===== src/rtl/sum_bcd_display_driver_pkg.sv =====
// Shared definitions for the sum display driver.
//   state_t      : converter FSM encoding (IDLE, SHIFT, DONE)
//   DSEL_ONES    : digit enable for the ones digit
//   DSEL_TENS    : digit enable for the tens digit
//   SEG_BLANK    : active-high "all segments off" code
//   SEG_TABLE    : active-high {a,b,c,d,e,f,g} codes for digits 0..9, index = digit
package sum_bcd_display_driver_pkg;

  typedef enum logic [1:0] {
    ST_IDLE  = 2'd0,
    ST_SHIFT = 2'd1,
    ST_DONE  = 2'd2
  } state_t;

  localparam logic [1:0] DSEL_ONES = 2'b01;
  localparam logic [1:0] DSEL_TENS = 2'b10;

  localparam logic [6:0] SEG_BLANK = 7'h00;

  // Entry 0 sits in the least significant slot so SEG_TABLE[d] is digit d.
  localparam logic [9:0][6:0] SEG_TABLE = {
    7'h7B, 7'h7F, 7'h70, 7'h5F, 7'h5B,
    7'h33, 7'h79, 7'h6D, 7'h30, 7'h7E
  };

endpackage


===== src/rtl/sum_bcd_display_driver_bcd_to_seg7.sv =====
// Combinational BCD to 7-segment decoder (active-high segments).
//   bcd   in  4  BCD digit; codes 10..15 decode to blank
//   blank in  1  force all segments off
//   seg   out 7  {a,b,c,d,e,f,g}
module bcd_to_seg7
  import sum_bcd_display_driver_pkg::*;
(
  input  logic [3:0] bcd,
  input  logic       blank,
  output logic [6:0] seg
);

  always_comb begin
    seg = SEG_BLANK;
    if (!blank) begin
      case (bcd)
        4'd0:    seg = SEG_TABLE[0];
        4'd1:    seg = SEG_TABLE[1];
        4'd2:    seg = SEG_TABLE[2];
        4'd3:    seg = SEG_TABLE[3];
        4'd4:    seg = SEG_TABLE[4];
        4'd5:    seg = SEG_TABLE[5];
        4'd6:    seg = SEG_TABLE[6];
        4'd7:    seg = SEG_TABLE[7];
        4'd8:    seg = SEG_TABLE[8];
        4'd9:    seg = SEG_TABLE[9];
        default: seg = SEG_BLANK;
      endcase
    end
  end

endmodule


===== src/rtl/sum_bcd_display_driver.sv =====
// Binary sum to two-digit multiplexed 7-segment display.
// A sequential double-dabble converter produces tens/ones BCD from Din on a Ld
// strobe; a free-running scanner alternates one segment bus between the two
// digit enables, blanking a leading zero on the tens digit.
//   CLK   in   1      clock, rising edge
//   RST   in   1      synchronous reset, active low
//   Din   in   SUM_W  binary value, captured on the accepting Ld edge
//   Ld    in   1      start conversion (ignored while Busy)
//   Busy  out  1      conversion in progress
//   Valid out  1      one-cycle pulse when Tens/Ones update
//   Tens  out  4      BCD tens digit
//   Ones  out  4      BCD ones digit
//   Seg   out  7      {a,b,c,d,e,f,g}, polarity set by SEG_POL
//   Dsel  out  2      one-hot digit enable (01 ones, 10 tens)
module sum_bcd_display_driver
  import sum_bcd_display_driver_pkg::*;
#(
  parameter int SUM_W    = 5,
  parameter int SCAN_DIV = 1000,
  parameter bit SEG_POL  = 1'b1
) (
  input  logic             CLK,
  input  logic             RST,
  input  logic [SUM_W-1:0] Din,
  input  logic             Ld,
  output logic             Busy,
  output logic             Valid,
  output logic [3:0]       Tens,
  output logic [3:0]       Ones,
  output logic [6:0]       Seg,
  output logic [1:0]       Dsel
);

  localparam int CNT_W  = $clog2(SUM_W + 1);
  localparam int SCAN_W = $clog2(SCAN_DIV);

  state_t            state_reg;
  logic [SUM_W-1:0]  bin_reg;
  logic [7:0]        bcd_reg;
  logic [CNT_W-1:0]  cnt_reg;
  logic              busy_reg;
  logic              valid_reg;
  logic [3:0]        tens_reg;
  logic [3:0]        ones_reg;
  logic [SCAN_W-1:0] scan_cnt_reg;
  logic [1:0]        dsel_reg;

  // Double-dabble: add 3 to any nibble >= 5 before the shift so it carries
  // correctly into the next decimal digit.
  logic [7:0]        bcd_adj;
  logic [SUM_W+7:0]  shift_next;
  genvar gi;

  generate
    for (gi = 0; gi < 2; gi++) begin : g_adj
      assign bcd_adj[gi*4 +: 4] = (bcd_reg[gi*4 +: 4] >= 4'd5) ?
                                  bcd_reg[gi*4 +: 4] + 4'd3 :
                                  bcd_reg[gi*4 +: 4];
    end
  endgenerate

  assign shift_next = {bcd_adj, bin_reg} << 1;

  always_ff @(posedge CLK) begin
    if (!RST) begin
      state_reg <= ST_IDLE;
      bin_reg   <= '0;
      bcd_reg   <= '0;
      cnt_reg   <= '0;
      busy_reg  <= 1'b0;
      valid_reg <= 1'b0;
      tens_reg  <= '0;
      ones_reg  <= '0;
    end else begin
      valid_reg <= 1'b0;
      case (state_reg)
        ST_IDLE: begin
          if (Ld) begin
            bin_reg   <= Din;
            bcd_reg   <= '0;
            cnt_reg   <= CNT_W'(SUM_W);
            busy_reg  <= 1'b1;
            state_reg <= ST_SHIFT;
          end
        end
        ST_SHIFT: begin
          {bcd_reg, bin_reg} <= shift_next;
          cnt_reg <= cnt_reg - CNT_W'(1);
          if (cnt_reg == CNT_W'(1)) begin
            state_reg <= ST_DONE;
          end
        end
        ST_DONE: begin
          tens_reg  <= bcd_reg[7:4];
          ones_reg  <= bcd_reg[3:0];
          valid_reg <= 1'b1;
          busy_reg  <= 1'b0;
          state_reg <= ST_IDLE;
        end
        default: begin
          busy_reg  <= 1'b0;
          state_reg <= ST_IDLE;
        end
      endcase
    end
  end

  // Scanner: each digit stays lit for SCAN_DIV cycles; swapping the two bits
  // keeps the enable one-hot by construction.
  always_ff @(posedge CLK) begin
    if (!RST) begin
      scan_cnt_reg <= '0;
      dsel_reg     <= DSEL_ONES;
    end else if (scan_cnt_reg == SCAN_W'(SCAN_DIV - 1)) begin
      scan_cnt_reg <= '0;
      dsel_reg     <= {dsel_reg[0], dsel_reg[1]};
    end else begin
      scan_cnt_reg <= scan_cnt_reg + SCAN_W'(1);
    end
  end

  logic       show_tens;
  logic [3:0] digit;
  logic       blank;
  logic [6:0] seg_raw;

  assign show_tens = (dsel_reg == DSEL_TENS);
  assign digit     = show_tens ? tens_reg : ones_reg;
  assign blank     = show_tens && (tens_reg == 4'd0);

  bcd_to_seg7 u_bcd_to_seg7 (
    .bcd   (digit),
    .blank (blank),
    .seg   (seg_raw)
  );

  generate
    if (SEG_POL) begin : g_seg_high
      assign Seg = seg_raw;
    end else begin : g_seg_low
      assign Seg = ~seg_raw;
    end
  endgenerate

  assign Busy  = busy_reg;
  assign Valid = valid_reg;
  assign Tens  = tens_reg;
  assign Ones  = ones_reg;
  assign Dsel  = dsel_reg;

endmodule


===== config.mk =====
export PLATFORM = sky130hd
export DESIGN_NAME = sum_bcd_display_driver
export DESIGN_NICKNAME = d
export VERILOG_FILES = /design/src/rtl/sum_bcd_display_driver_pkg.sv /design/src/rtl/sum_bcd_display_driver_bcd_to_seg7.sv /design/src/rtl/sum_bcd_display_driver.sv
export SDC_FILE = /design/constraint.sdc
export NUM_CORES = 1
export LEC_CHECK = 0
export ABC_AREA = 1
export BUFFER_PORTS_ARGS = -buffer_cell sky130_fd_sc_hd__buf_2
export CAP_MARGIN = 20
export CORE_ASPECT_RATIO = 1.2
export CORE_UTILIZATION = 60
export CTS_CLUSTER_DIAMETER = 50
export CTS_CLUSTER_SIZE = 16
export DETAILED_ROUTE_END_ITERATION = 8
export HOLD_SLACK_MARGIN = 0.15
export PLACE_DENSITY = 0.78
export SYNTH_ARGS = -nofsm -noshare
export SYNTH_HDL_FRONTEND = slang
export SYNTH_HIERARCHICAL = 1
export SYNTH_SLANG_ARGS = --single-unit

===== constraint.sdc =====
create_clock -name CLK -period 2.9 [get_ports CLK]
set_input_delay 0 -clock CLK [delete_from_list [all_inputs] [get_ports CLK]]
set_output_delay 0 -clock CLK [all_outputs]
set_load 0.03 [all_outputs]

## After elaboration in Yosys (flattened, before gate mapping)

Memory sizes are Yosys's and may differ from the RTL's.
Index checks and enable logic that the tools add are counted.

| word-level totals | value |
|---|---|
| bits in registers | 40 |
| latch bits | 0 |
| RAM bits | 0 |
| memory bits (read-only) | 112 |
| output and inout bits | 19 |
| logic and storage cells | 50 |
| memories kept | 1 |

Memory list:

| memory | words | bits a word | rd ports | clocked after memory_dff | write ports | RTL line | RTL |
|---|---|---|---|---|---|---|---|
| (name not given) | 16 | 7 | 1 | 0 | 0 | sum_bcd_display_driver_bcd_to_seg7.sv:16 | `case (bcd)` |

| cells by class | value |
|---|---|
| add/subtract/negate cells | 4 |
| multipliers | 0 |
| divide/modulo/power cells | 0 |
| order comparisons | 2 |
| equality and inequality tests | 7 |
| shift-type cells | 0 |
| muxes and demuxes | 16 |
| bitwise gates (word level) | 2 |
| reductions and logical operators | 8 |

Operator list:

| operator | count |
|---|---|
| $pmux W8 S2 | 1 |
| $add A10 B1 Y10 const B | 1 |
| $eq A10 B10 Y1 const B | 1 |
| $pmux W5 S2 | 1 |
| $ge A4 B3 Y1 const B | 2 |
| $mux W4 | 2 |
| $mux W8 | 1 |
| $mux W7 | 1 |
| $mux W3 | 2 |
| $pmux W3 S2 | 1 |
| $reduce_and A2 Y1 | 3 |
| $mux W5 | 1 |
| $add A4 B2 Y4 const B | 1 |
| $eq A2 B2 Y1 const B | 2 |
| $logic_not A4 Y1 | 1 |
| $mux W2 | 2 |
| $ne A2 B2 Y1 const B | 2 |
| $pmux W2 S2 | 1 |
| $add A3 B2 Y3 const B | 1 |
| $eq A3 B1 Y1 const B | 1 |
| $sub A3 B1 Y3 const B | 1 |
| $eq A2 B1 Y1 const B | 1 |
| $logic_not A2 Y1 | 1 |
| $mux W1 | 2 |
| other kinds (5) | 6 |

## Logic depth before layout (Yosys ltp)

An unclocked memory read counts as a cell.

| depth | value |
|---|---|
| word-level depth | 4 |
| depth in mapped cells | 11 |
| depth with buffers taken out | 11 |

## Modules after synthesis

Netlist, hierarchy kept.

By module, submodules not included:

| module | times used | cells an instance | area an instance (µm²) |
|---|---|---|---|
| sum_bcd_display_driver | 1 | 258 | 1885.6 |
| bcd_to_seg7 | 1 | 36 | 190.2 |

## Worst setup path before layout

No wires, ideal clock.

| timing | value |
|---|---|
| kind | flip-flop to output port |
| start | register dsel_reg[1] (netlist: Dsel[1]) |
| end | output port Seg[3] |
| data arrival time | 1899 ps |
| required time | 2900 ps |
| path slack | 1001 ps |
| stages on the path, launching flop included | 11 |
| path through | dfxtp_1 -> inv_1 -> nor2_2 -> nand2_1 -> nand2_1 -> inv_1 -> ha_1 -> nand2_1 -> inv_1 -> nor2_1 -> nor2_1 |

| on the way | value |
|---|---|
| longest elaborated chain between the ends | 4 |

Ends and longest elaborated chain:

| what | RTL line | RTL |
|---|---|---|
| from (decl) | sum_bcd_display_driver.sv:46 | `logic [1:0] dsel_reg;` |
| from (signal assigned) | sum_bcd_display_driver.sv:116 | `dsel_reg <= {dsel_reg[0], dsel_reg[1]};` |
| $eq A2 B2 Y1 | sum_bcd_display_driver.sv:127 | `assign show_tens = (dsel_reg == DSEL_TENS);` |
| $mux W4 | sum_bcd_display_driver.sv:128 | `assign digit = show_tens ? tens_reg : ones_reg;` |
| net digit[1] | sum_bcd_display_driver.sv:123 | `logic [3:0] digit;` |
| $mem_v2 Z16 W7 | - |  |
| $mux W7 | sum_bcd_display_driver_bcd_to_seg7.sv:15 | `if (!blank) begin` |
| to (decl) | sum_bcd_display_driver.sv:30 | `output logic [6:0] Seg,` |

The timed path passes the listed nets, and every way through them passes these cells.

## Final worst setup path

Ends and elaborated chain as after synthesis.

==> flow_summary.json <==
{
  "largest_reg_flops": 10,
  "max_freq_mhz": 504,
  "dr.pass1.iters": 4,
  "clock_latency_ns": 0.28,
  "synth_seq_cells": 40,
  "cts.sinks": 40,
  "tightest_slew_ns": 0.391,
  "ys_top_cells_by_area": "dfxtp_1, nand2_1, ha_1",
  "crit_path_top_delay_cell": "dfxtp_1",
  "die_w_um": 55.7,
  "cpPeakStageDelay_ns": 0.37,
  "async_flop_share": 0,
  "design.core.area_mm2": 0.00331,
  "period_share": 0.685,
  "drt-initial-drc-count": 87,
  "ys.flop_type": "dfxtp_1",
  "cp.required_ns": 2.90,
  "die_h_um": 66.4,
  "slew-limit-headroom": 0.739,
  "synth_top_area_frac": 0.386,
  "hold_class": "input pin to flop",
  "hold_violations": 0,
  "switching_share": 0.230,
  "power_switching_uw": 285,
  "syn_area_per_cell_um2": 7.06,
  "antenna_left": 0,
  "wl_per_cell_um": 10.7,
  "crit_path_end_kind": "output port",
  "powerDensity_mw_per_mm2": 512,
  "crit_buf_inv": 5,
  "synth.distinct_cells": 31,
  "start_kind": "flop",
  "status": "finished clean",
  "intPower_uw": 956,
  "rsz0062_at_grt": "no",
  "yosys-top-cells-count": "nand2_1, dfxtp_1, inv_1, nor2_1, a21oi_1",
  "grt_max_degree": 20,
  "cts_max_path_buffers": 2,
  "rows": 23,
  "antennaDiodeCount": 0,
  "grt_pass1_wl_um": 6900,
  "hold_slack_ns": 0.166,
  "drv_cap": 0,
  "die_area_mm2": 0.00370,
  "cts_root_buffer": "clkbuf_8",
  "grt_overflow": 0,
  "p_comb_frac": 0.112,
  "critPathTopFamily": "buffers and inverters",
  "antenna_found_initial": 0,
  "htree_levels": 2,
  "critPathKind": "flop to output port",
  "synth_edf_count": 0,
  "path_clk_slew_ns": 0.08,
  "syn_inst": 294,
  "area_growth_pct": 16.9,
  "syn-num-nets": 314,
  "leakage_nw": 1.09,
  "cp_max_fo": 6,
  "num_vias": 1866,
  "dpl.hpwl_um": 2770,
  "drc": 0,
  "ys_warn_count": 6,
  "via_per_inst": 5.08,
  "io-pin-count": 27,
  "fin_skew_ns": 0.00677,
  "fin_util": 0.733,
  "yosysSeqAreaShare": 0.386,
  "vdd_ir_drop_max_mv": 0.657,
  "finalSetupTns_ns": 0,
  "layout-drive-gt1-share": 0.179,
  "port_buffers": 26,
  "crit_top_cell": "inv_1",
  "nNetsFinal": 350,
  "yosys.cell_count.top_type": "nand2_1",
  "fin_crit_ns": 1.99,
  "cp_cell_sequence": "inv_1, nor2_2, inv_1, nand2_1, nand2_1, inv_1, ha_1, nand2_1, inv_1, nor2_1, nor2_1, buf_2",
  "grt_usage": 0.237,
  "syn_area_mm2": 0.00208,
  "start_util": 0.627,
  "cts_buffers": 5,
  "cts_tree": "yes",
  "maxSlewViolCount": 0,
  "drt-total-wl_um": 3940,
  "grt_pass1_vias": 1688,
  "synth_top_area_cell": "dfxtp_1",
  "routabilityCongestion": 0.883,
  "clkPwrFrac": 0.420,
  "setup_viol": 0,
  "power_frac_seq": 0.468,
  "power_mw": 1.24,
  "worst_ep_arrival_time_ns": 1.99
}
-- final cells by class --
cell class                 instances  area (um2)
clock buffer                       5        68.8
clock inverter                     2        60.1
fill                             287         883
inverter                          41         155
multi-input combinational        207        1070
sequential                        40         801
tap                               37        46.3
timing repair buffer              35         220
-- power by group through the flow --
stage / sequential (mW) / combinational [mW] / clock (mW)
after floorplan: 0.601 / 0.0946 / 0
after global placement: 0.594 / 0.125 / 0
after detailed placement: 0.594 / 0.127 / 0
after CTS: 0.582 / 0.138 / 0.533
after global routing: 0.585 / 0.156 / 0.557
final: 0.582 / 0.139 / 0.521
-- tightest hold or removal path, delay by kind of cell --
family / cells / cell delay (ns)
buffers and inverters: 2 / 0.15
AO/OA/AOI/OAI: 1 / 0.05
AND/OR/NAND/NOR: 2 / 0.20
-- stage by stage --
stage / worst slack (ns) / area, um2 / instances
CTS: 0.881 / 2430 / 367
global route: 0.754 / 2430 / 367
detailed placement: 1.21 / 2210 / 351
floorplan: 1.00 / 2080 / 294
finish: 0.914 / 2430 / 367
global placement: 1.30 / 2210 / 351
-- routing by layer --
metal  global-route usage  share of wire
met1                0.242           0.43
met2                0.467           0.52
met3               0.0548          0.035
met4               0.0844          0.013
met5                    0              0
-- cell usage in the layout (no fill, tap or decap), types with 4 or more instances in the layout --
master         netlist  routed
dfxtp_1             40      40
nor2_1              33      33
inv_2                5       5
xor2_1               4       4
ha_1                12      12
nor2_2              11      11
o21ai_0             10      10
o21ai_1              5       5
nand3_1             14      14
nand4_1              6       6
buf_2                3      26
a21oi_1             18      18
clkbuf_8             0       5
dlygate4sd3_1        0       9
nand2_1             75      75
inv_1               35      35
-- worst paths after layout --
kind / start / end / slack (ns) / cells past startpoint
setup reg to reg: state_reg[1] / bin_reg[1] / 1.13 / 9
hold / removal: Ld / Busy / 0.17 / 5
setup / recovery: Dsel[1] / Seg[3] / 0.91 / 12
hold reg to reg: scan_cnt_reg[0] / scan_cnt_reg[0] / 0.46 / 1
-- cells by family after synthesis --
kind of cell	Yosys count	synth area share
simple gates	149	0.315
flops	40	0.386
compound gates	42	0.113
fa+ha+maj	12	0.0723
buf+inv	47	0.0964
xor+xnor	4	0.0169
-- what timing repair did --
item                                   CTS  global route
setup buffers                            0             0
resized for setup                        0             0
endpoints found under the hold margin   16             0
hold buffers                             9             0
Power figures use the tool's default switching activity.
